## src/rtl/pipeline_ctrl_hazard_unit.sv

```systemverilog
// -----------------------------------------------------------------------------
// pipeline_ctrl_hazard_unit
//
// Purpose:
//   ID-stage control decode for the 5-stage ARM64 pipeline. It also holds:
//   - the registered ID/EX control bundle,
//   - the architectural NZVC flag register, with EX-to-ID flag forwarding,
//   - load-use stall detection,
//   - branch resolution, with an optional IF/ID flush.
//   The datapath consumes only the ex_* outputs.
//
// Ports:
//   clk, reset            rising-edge clock, asynchronous active-high reset
//   opcode_id             instr[31:21] of the instruction in ID
//   rn_id, rm_id, rt_id   register fields of the instruction in ID
//   cbz_zero_id           forwarded Rt==0 compare result for CBZ
//   alu_n/z/v/c           flags produced by the ALU this cycle (instruction in EX)
//   stall_if              hold PC and IF/ID (combinational)
//   flush_if_id           zero IF/ID on the next edge (combinational)
//   br_taken_id           select branch target PC (combinational)
//   cond_br_id            1: CondAddr19 offset, 0: BrAddr26 offset (combinational)
//   ex_*                  registered ID/EX control bundle and destination index
//   flag_n/z/v/c          architectural flag register
// -----------------------------------------------------------------------------
module pipeline_ctrl_hazard_unit #(
    parameter int OPC_W         = 11,
    parameter int REG_W         = 5,
    parameter int ALUOP_W       = 3,
    parameter int BR_DELAY_SLOT = 1
) (
    input  logic               clk,
    input  logic               reset,
    input  logic [OPC_W-1:0]   opcode_id,
    input  logic [REG_W-1:0]   rn_id,
    input  logic [REG_W-1:0]   rm_id,
    input  logic [REG_W-1:0]   rt_id,
    input  logic               cbz_zero_id,
    input  logic               alu_n,
    input  logic               alu_z,
    input  logic               alu_v,
    input  logic               alu_c,
    output logic               stall_if,
    output logic               flush_if_id,
    output logic               br_taken_id,
    output logic               cond_br_id,
    output logic               ex_reg2loc,
    output logic               ex_addi,
    output logic               ex_setflag,
    output logic               ex_alusrc,
    output logic               ex_memwrite,
    output logic               ex_lsr2reg,
    output logic               ex_mem2reg,
    output logic               ex_regwrite,
    output logic [ALUOP_W-1:0] ex_aluop,
    output logic [REG_W-1:0]   ex_rd,
    output logic               ex_illegal,
    output logic               flag_n,
    output logic               flag_z,
    output logic               flag_v,
    output logic               flag_c
);

    // Index of the zero register; writes to it never create a hazard.
    localparam logic [REG_W-1:0] XZR = {REG_W{1'b1}};

    typedef struct packed {
        logic               reg2loc;
        logic               addi;
        logic               setflag;
        logic               alusrc;
        logic               memwrite;
        logic               lsr2reg;
        logic               mem2reg;
        logic               regwrite;
        logic [ALUOP_W-1:0] aluop;
        logic               illegal;
    } ctrl_t;

    ctrl_t            dec_s;
    logic             is_b_s;
    logic             is_blt_s;
    logic             is_cbz_s;
    logic             uses_rn_s;
    logic             uses_r2_s;
    logic [REG_W-1:0] r2_s;
    logic             hit_rn_s;
    logic             hit_r2_s;
    logic             stall_s;
    logic             lt_s;
    logic             br_raw_s;
    logic             cond_s;
    logic             br_taken_s;
    logic             flush_s;

    ctrl_t            ex_r;
    logic [REG_W-1:0] ex_rd_r;
    logic [3:0]       flags_r;   // {n, z, v, c}

    // Opcode decode into the control bundle and the register-usage flags.
    always_comb begin
        dec_s     = '0;
        is_b_s    = 1'b0;
        is_blt_s  = 1'b0;
        is_cbz_s  = 1'b0;
        uses_rn_s = 1'b0;
        uses_r2_s = 1'b0;
        casez (opcode_id)
            11'b11111000000: begin // STUR
                dec_s.reg2loc  = 1'b1;
                dec_s.alusrc   = 1'b1;
                dec_s.memwrite = 1'b1;
                dec_s.aluop    = ALUOP_W'(3'b010);
                uses_rn_s      = 1'b1;
                uses_r2_s      = 1'b1;
            end
            11'b11111000010: begin // LDUR
                dec_s.alusrc   = 1'b1;
                dec_s.mem2reg  = 1'b1;
                dec_s.regwrite = 1'b1;
                dec_s.aluop    = ALUOP_W'(3'b010);
                uses_rn_s      = 1'b1;
            end
            11'b1001000100?: begin // ADDI
                dec_s.addi     = 1'b1;
                dec_s.alusrc   = 1'b1;
                dec_s.regwrite = 1'b1;
                dec_s.aluop    = ALUOP_W'(3'b010);
                uses_rn_s      = 1'b1;
            end
            11'b10101011000: begin // ADDS
                dec_s.setflag  = 1'b1;
                dec_s.regwrite = 1'b1;
                dec_s.aluop    = ALUOP_W'(3'b010);
                uses_rn_s      = 1'b1;
                uses_r2_s      = 1'b1;
            end
            11'b11101011000: begin // SUBS
                dec_s.setflag  = 1'b1;
                dec_s.regwrite = 1'b1;
                dec_s.aluop    = ALUOP_W'(3'b011);
                uses_rn_s      = 1'b1;
                uses_r2_s      = 1'b1;
            end
            11'b10001010000: begin // AND
                dec_s.regwrite = 1'b1;
                dec_s.aluop    = ALUOP_W'(3'b100);
                uses_rn_s      = 1'b1;
                uses_r2_s      = 1'b1;
            end
            11'b11001010000: begin // EOR
                dec_s.regwrite = 1'b1;
                dec_s.aluop    = ALUOP_W'(3'b110);
                uses_rn_s      = 1'b1;
                uses_r2_s      = 1'b1;
            end
            11'b11010011010: begin // LSR
                dec_s.lsr2reg  = 1'b1;
                dec_s.regwrite = 1'b1;
                uses_rn_s      = 1'b1;
            end
            11'b000101?????: begin // B
                is_b_s = 1'b1;
            end
            11'b01010100???: begin // B.LT
                is_blt_s = 1'b1;
            end
            11'b10110100???: begin // CBZ
                dec_s.reg2loc = 1'b1;
                is_cbz_s      = 1'b1;
                uses_rn_s     = 1'b1;
                uses_r2_s     = 1'b1;
            end
            default: begin
                dec_s.illegal = 1'b1;
            end
        endcase
    end

    // Load-use hazard: a load in EX whose destination feeds the ID instruction.
    always_comb begin
        if (dec_s.reg2loc) begin
            r2_s = rt_id;
        end else begin
            r2_s = rm_id;
        end
        hit_rn_s = uses_rn_s & (ex_r.mem2reg ? (ex_rd_r == rn_id) : 1'b0);
        hit_r2_s = uses_r2_s & (ex_rd_r == r2_s);
        stall_s  = ex_r.mem2reg & ex_r.regwrite & (ex_rd_r != XZR) & (hit_rn_s | hit_r2_s);
    end

    // Branch resolution. LT comes from the ALU when EX is setting flags this cycle.
    always_comb begin
        if (ex_r.setflag) begin
            lt_s = alu_n ^ alu_v;
        end else begin
            lt_s = flags_r[3] ^ flags_r[1];
        end

        br_raw_s = 1'b0;
        cond_s   = 1'b0;
        if (is_b_s) begin
            br_raw_s = 1'b1;
            cond_s   = 1'b0;
        end else if (is_blt_s) begin
            br_raw_s = lt_s;
            cond_s   = 1'b1;
        end else if (is_cbz_s) begin
            br_raw_s = cbz_zero_id;
            cond_s   = 1'b1;
        end else begin
            br_raw_s = 1'b0;
            cond_s   = 1'b0;
        end

        // A stalled branch re-resolves next cycle once its operands are forwarded.
        if (stall_s) begin
            br_taken_s = 1'b0;
        end else begin
            br_taken_s = br_raw_s;
        end

        if (BR_DELAY_SLOT != 0) begin
            flush_s = 1'b0;
        end else begin
            flush_s = br_taken_s;
        end
    end

    // ID/EX control register; a stall inserts an all-zero bubble.
    always_ff @(posedge clk or posedge reset) begin
        if (reset) begin
            ex_r    <= '0;
            ex_rd_r <= '0;
        end else if (stall_s) begin
            ex_r    <= '0;
            ex_rd_r <= '0;
        end else begin
            ex_r    <= dec_s;
            ex_rd_r <= rt_id;
        end
    end

    // Architectural NZVC register, written by flag-setting instructions in EX.
    always_ff @(posedge clk or posedge reset) begin
        if (reset) begin
            flags_r <= 4'b0000;
        end else if (ex_r.setflag) begin
            flags_r <= {alu_n, alu_z, alu_v, alu_c};
        end else begin
            flags_r <= flags_r;
        end
    end

    assign stall_if    = stall_s;
    assign flush_if_id = flush_s;
    assign br_taken_id = br_taken_s;
    assign cond_br_id  = cond_s;

    assign ex_reg2loc  = ex_r.reg2loc;
    assign ex_addi     = ex_r.addi;
    assign ex_setflag  = ex_r.setflag;
    assign ex_alusrc   = ex_r.alusrc;
    assign ex_memwrite = ex_r.memwrite;
    assign ex_lsr2reg  = ex_r.lsr2reg;
    assign ex_mem2reg  = ex_r.mem2reg;
    assign ex_regwrite = ex_r.regwrite;
    assign ex_aluop    = ex_r.aluop;
    assign ex_illegal  = ex_r.illegal;
    assign ex_rd       = ex_rd_r;

    assign flag_n = flags_r[3];
    assign flag_z = flags_r[2];
    assign flag_v = flags_r[1];
    assign flag_c = flags_r[0];

endmodule

```

## config.mk

```make
export PLATFORM = sky130hd
export DESIGN_NAME = pipeline_ctrl_hazard_unit
export DESIGN_NICKNAME = d
export VERILOG_FILES = /design/src/rtl/pipeline_ctrl_hazard_unit.sv
export SDC_FILE = /design/constraint.sdc
export NUM_CORES = 1
export LEC_CHECK = 0
export ABC_CLOCK_PERIOD_IN_PS = 4200
export BUFFER_PORTS_ARGS = -buffer_cell sky130_fd_sc_hd__clkbuf_2
export CAP_MARGIN = 30
export CORE_MARGIN = 10
export CORE_UTILIZATION = 40
export DETAILED_ROUTE_END_ITERATION = 16
export MAX_ROUTING_LAYER = met4
export PLACE_DENSITY_LB_ADDON = 0.05
export SLEW_MARGIN = 10
export SYNTH_ARGS = -nofsm -noshare
export SYNTH_HDL_FRONTEND = slang
export SYNTH_SLANG_ARGS = --single-unit
```

## constraint.sdc

```tcl
create_clock -name clk -period 4.2 [get_ports clk]
set_input_delay 0.63 -clock clk [delete_from_list [all_inputs] [get_ports clk]]
set_output_delay 0.63 -clock clk [all_outputs]
set_load 0.1 [all_outputs]
```

# Yosys cells after proc, flatten, opt, wreduce, memory -nomap -nowiden
# Index checks and enable logic that the tools add are counted.
# totals
output_inout_bits	25
reg_bits	21
input_bits	33
elab_cells	69
# op_classes
bitwise_logic	8
mux	27
eq_ne	14
n_reduce_logical	8
# ops
op	count
equality test 11 bit (second input constant)	7
2-to-1 mux 1 bit	23
2-to-1 mux 12 bit	1
one-hot mux 3 bit (4 select lines)	1
OR reduction 11 bit	1
equality test 10 bit (second input constant)	1
equality test 5 bit	2
2-to-1 mux 5 bit	2
OR reduction 9 bit	1
equality test 8 x 7 -> 1 bit (second input constant)	1
equality test 8 bit (second input constant)	1
OR reduction 7 bit	1
equality test 6 x 3 -> 1 bit (second input constant)	1
OR reduction 6 bit	1
AND 1 bit	5
inequality test 5 bit (second input constant)	1
OR reduction 2 bit	2
OR reduction 4 bit	1
OR reduction 3 bit	1
XOR 1 bit	2
OR 1 bit	1

# Depth between registers and ports, before layout
# logic_depth
ltp_word	9
ltp_mapped	9
ltp_nobuf	6

# Worst setup path after synthesis
# OpenSTA, ideal clock, no wires.
# synth_path
path_kind	input port to output port
start	input port opcode_id[3]
end	output port br_taken_id
arrival_time_ns	3.828
setup_slack_ns	-0.258
required_time_ns	3.570
n_path_buf	3
stages	9
path_cell_list	buf_6 or4_1 or4_1 buf_2 nand2_1 mux2i_1 a2111oi_4 buf_6 nor2_1
# synth_between
elab_chain_cells	9
elab_cells_between_ends	28
cone_classes	11 x eq/ne; 10 x mux; 4 x bitwise; 3 x reduce/logical
# synth_lines
element	line_no	source
from (decl)	33	input logic [OPC_W-1:0] opcode_id,
equality test 11 bit / equality test 8 bit (equally long branches)	107	casez (opcode_id)
OR reduction 2 bit (no line)	-	
2-to-1 mux 1 bit	107	
2-to-1 mux 5 bit	181	if (dec_s.reg2loc) begin
equality test 5 bit	187	hit_r2_s = uses_r2_s & (ex_rd_r == r2_s);
AND 1 bit	187	
OR 1 bit	188	stall_s = ex_r.mem2reg & ex_r.regwrite & (ex_rd_r != XZR) & (hit_rn_s | hit_r2_s);
AND 1 bit	188	
2-to-1 mux 1 bit *	216	if (stall_s) begin
to (decl)	44	output logic br_taken_id,
# Every way passes the cells marked *; elsewhere a longest branch is shown, timed or not.

# Worst setup path after layout
# layout_path
start	input port opcode_id[3]
end	output port stall_if
# layout_between
elab_chain_cells	8
elab_cells_between_ends	21
cone_classes	10 x eq/ne; 4 x mux; 4 x bitwise; 3 x reduce/logical
# layout_lines
element	line_no	source
equality test 11 bit / equality test 8 bit (equally long branches)	107	
OR reduction 2 bit (no line)	-	
2-to-1 mux 1 bit	107	
2-to-1 mux 5 bit	181	
equality test 5 bit	187	
AND 1 bit	187	
OR 1 bit *	188	
AND 1 bit *	188	
to (decl)	42	output logic stall_if,
# Marks and branches as above.

==> qor.csv <==
stage,metric,value,unit
synth,netlist_area,0.00133,mm²
clocking,clk_path_buf_depth,2,
final_layout,final_cell_area,0.00169,mm²
route,antenna_left,0,
route,routed_wl,3.82,mm
sta,fin_crit_sh,90.5,%
synth,synth_cells,145,
route,routed-via-count,1301,
critical_path,required,3570,ps
place,globalplace.congestion,0.867,
global_route,grt_max_degree,22,
power_and_ir_drop,cellLeakagePower,0.844,nW
power_and_ir_drop,vdd_drop_max,0.0812,mV
min_path,hold_class,in -> async,
global_route,first_global_vias,1338,
floorplanning,rows,20,
critical_path,reg2reg_depth,6,
final_layout,multi_input_area,719,µm²
critical_path,cp_slowest_cell,or4_1,
place,dp_cells,241,
job,drv_cap,0,
critical_path,critPathMaxFanout,9,
clocking,post_cts_buffers,0,
synth,synth_area_leader_cell,dfrtp_1,
sta,grt_setup_unrepaired,false,
final_layout,final_nets,235,
synth,synth_edf_count,0,
sta,worst_pin_slew,725,ps
sta,hold_slack,430,ps
floorplanning,die-area,0.00603,mm²
final_layout,fin_util,54.1,%
synth,yosys-top-cells-count,"21 x dfrtp_1, 14 x nor2_1, 12 x inv_1, 12 x nand2_1, 11 x nor3_1",
floorplanning,die_x,77.7,µm
sta,fin_crit,3800,ps
clocking,cts_max_level,1,
synth,synth_top_area_share,39.5,%
critical_path,r2r_setup_slack,2060,ps
route,wl_per_cell,15.6,µm
critical_path,r2r_end,ex_memwrite$_DFF_PP0_,
clocking,cts_root_buffer,clkbuf_4,
synth,synth_nets,178,
final_layout,n_antenna_cell,0,
clocking,cts_sinks,21,
sta,fin_worst_skew,2.36,ps
floorplanning,initial_utilization,42.5,%
critical_path,cp.arrival,3170,ps
clocking,hold_buffers,0,
synth,synth_ff_type,dfrtp_1,
synth,synth.distinct_cells,45,
critical_path,startpoint_type,input port,
critical_path,path_class,in -> out,
synth,synth.area.top_cells,"dfrtp_1 40%, nor3_1 4.1%, nor2_1 4.0%",
final_layout,fillCellCount,314,
sta,slew_headroom,51.6,%
critical_path,crit_path_cell_trace,clkbuf_2 > or4_1 > or4_1 > a222oi_1 > o221ai_1 > a2111oi_4 > or2_2 > buf_12,
clocking,clk_latency,280,ps
power_and_ir_drop,comb_power_share,25.0,%
global_route,antenna_found_initial,0,
critical_path,crit_buf_inv,2,
route,drtIter0Drc,53,
clocking,clk_pin_slew,100,ps
power_and_ir_drop,seqPwrFrac,53.0,%
route,drcViolationCount,0,
global_route,grt_pass1_wl,6.31,mm
sta,fmax,0.263,GHz
power_and_ir_drop,pwr-share-clk,21.9,%
synth,yosys_warnings,0,
route,drt_first_pass_iters,4,
critical_path,cp-end-kind,primary output,
sta,setup_viol_count_final,0,
power_and_ir_drop,p_per_area,236,mW/mm²
floorplanning,ios,58,
power_and_ir_drop,cell_internal_pwr,0.273,mW
power_and_ir_drop,switching_share,31.8,%
critical_path,max_stage_delay,540,ps
final_layout,regArea,526,µm²
final_layout,area_growth,27.3,%
sta,final_max_slew_viol_count,0,
place,hpwl,3.30,mm
clocking,ctsResizeCount,0,
critical_path,rr_startpoint,ex_rd[3]$_DFF_PP0_,
synth,ys_seq_area_share,39.5,%
sta,setup_tns,0,ps
synth,ys_ff_latch,21,
sta,finalHoldViolCount,0,
synth,yosysMostFrequentCell,dfrtp_1,
place,port_buffers,56,
synth,syn_avg_cell_area,9.17,µm²
clocking,cts_tree,done,
final_layout,fin_cells,245,
clocking,numCtsBuffers,3,
final_layout,drive_gt1_share,34.8,%
floorplanning,core_area,0.00313,mm²
global_route,track_usage,12.8,%
outcome,status,"complete, no violations",
critical_path,critPathTopFamily,simple AND/OR/NAND/NOR gates,
critical_path,path_depth,8,
critical_path,cp_common_cell,or4_1,
global_route,gr-total-overflow,0,
place,placed_area,0.00167,mm²
power_and_ir_drop,switching_power,0.127,mW
floorplanning,die_y,77.7,µm
route,viasPerCell,5.31,
synth,synthArstFlopShare,100,%
[state kept, by name, summed over array words and instances (netlist names)]
name and flops:
ex_reg2loc 1, ex_illegal 1, ex_rd 5, ex_memwrite 1, ex_setflag 1, flags_r 4
ex_lsr2reg 1, ex_aluop 3, ex_regwrite 1, ex_mem2reg 1, ex_alusrc 1, ex_addi 1
[layout by cell type (no fill, tap or decap), types with 4 or more instances in the layout]
cell type,count
mux2i_1,4
mux2_2,4
clkbuf_2,54
nor2_1,13
nor3_1,11
nand3_1,4
nand2_1,12
dfrtp_1,21
inv_1,12
or4_1,4
xnor2_1,5
[per-stage QoR]
step	power, mW	setup slack, ps
after global placement	0.316	463
after detailed placement	0.316	394
final	0.400	401
after floorplan	0.284	204
after global routing	0.425	190
after CTS	0.405	403
[worst max path at each step]
stage,start,to,slack [ps]
2_1_floorplan,opcode_id[3],br_taken_id,200
3_3_place_gp,opcode_id[3],stall_if,460
3_5_place_dp,opcode_id[3],stall_if,390
4_1_cts,opcode_id[3],stall_if,400
5_1_grt,opcode_id[3],stall_if,190
6_report,opcode_id[3],stall_if,400
[metal layers]
layer / wire length (µm) / GRT usage, % / up-vias
met2: 1730 / 19.0 / 54
met4: 51 / 4.38 / 0
met1: 1710 / 16.5 / 598
met3: 321 / 3.00 / 4
met5: 0 / - / -
li1: - / - / 645
[worst reg2reg max path, stage by stage (launching register included)]
cell and delay, ps:
dfrtp_1 510, and3_1 200, a31oi_1 120, and4_1 240, o31ai_1 200, clkinv_1 430, nor3_1 330
[power by group through the flow]
stage | logic (mW) | registers, mW | clock network (mW)
after floorplan | 0.0393 | 0.245 | 0
after global placement | 0.0996 | 0.216 | 0
after detailed placement | 0.100 | 0.216 | 0
after CTS | 0.101 | 0.212 | 0.0918
after global routing | 0.108 | 0.213 | 0.103
final | 0.100 | 0.212 | 0.0878
[final cells by class]
cell class | instances | area share, %
well taps | 44 | 3.25
repair buffers | 57 | 18.8
clock buffers | 4 | 1.55
multi-input cells | 106 | 42.5
flip-flops and latches | 21 | 31.0
inverters | 13 | 2.88
[cells by family (layout without fill, tap and decap cells)]
family	Yosys count	count (layout)	share of synthesized area, %
AO/OA/AOI/OAI	21	21	12.9
XOR/XNOR	8	8	5.27
flip-flops	21	21	39.5
AND/OR/NAND/NOR	68	68	29.1
multiplexers	8	8	6.40
buffers and inverters	18	74	6.58
other	1	1	0.282
Note: power is estimated with default switching activity, not from simulation.
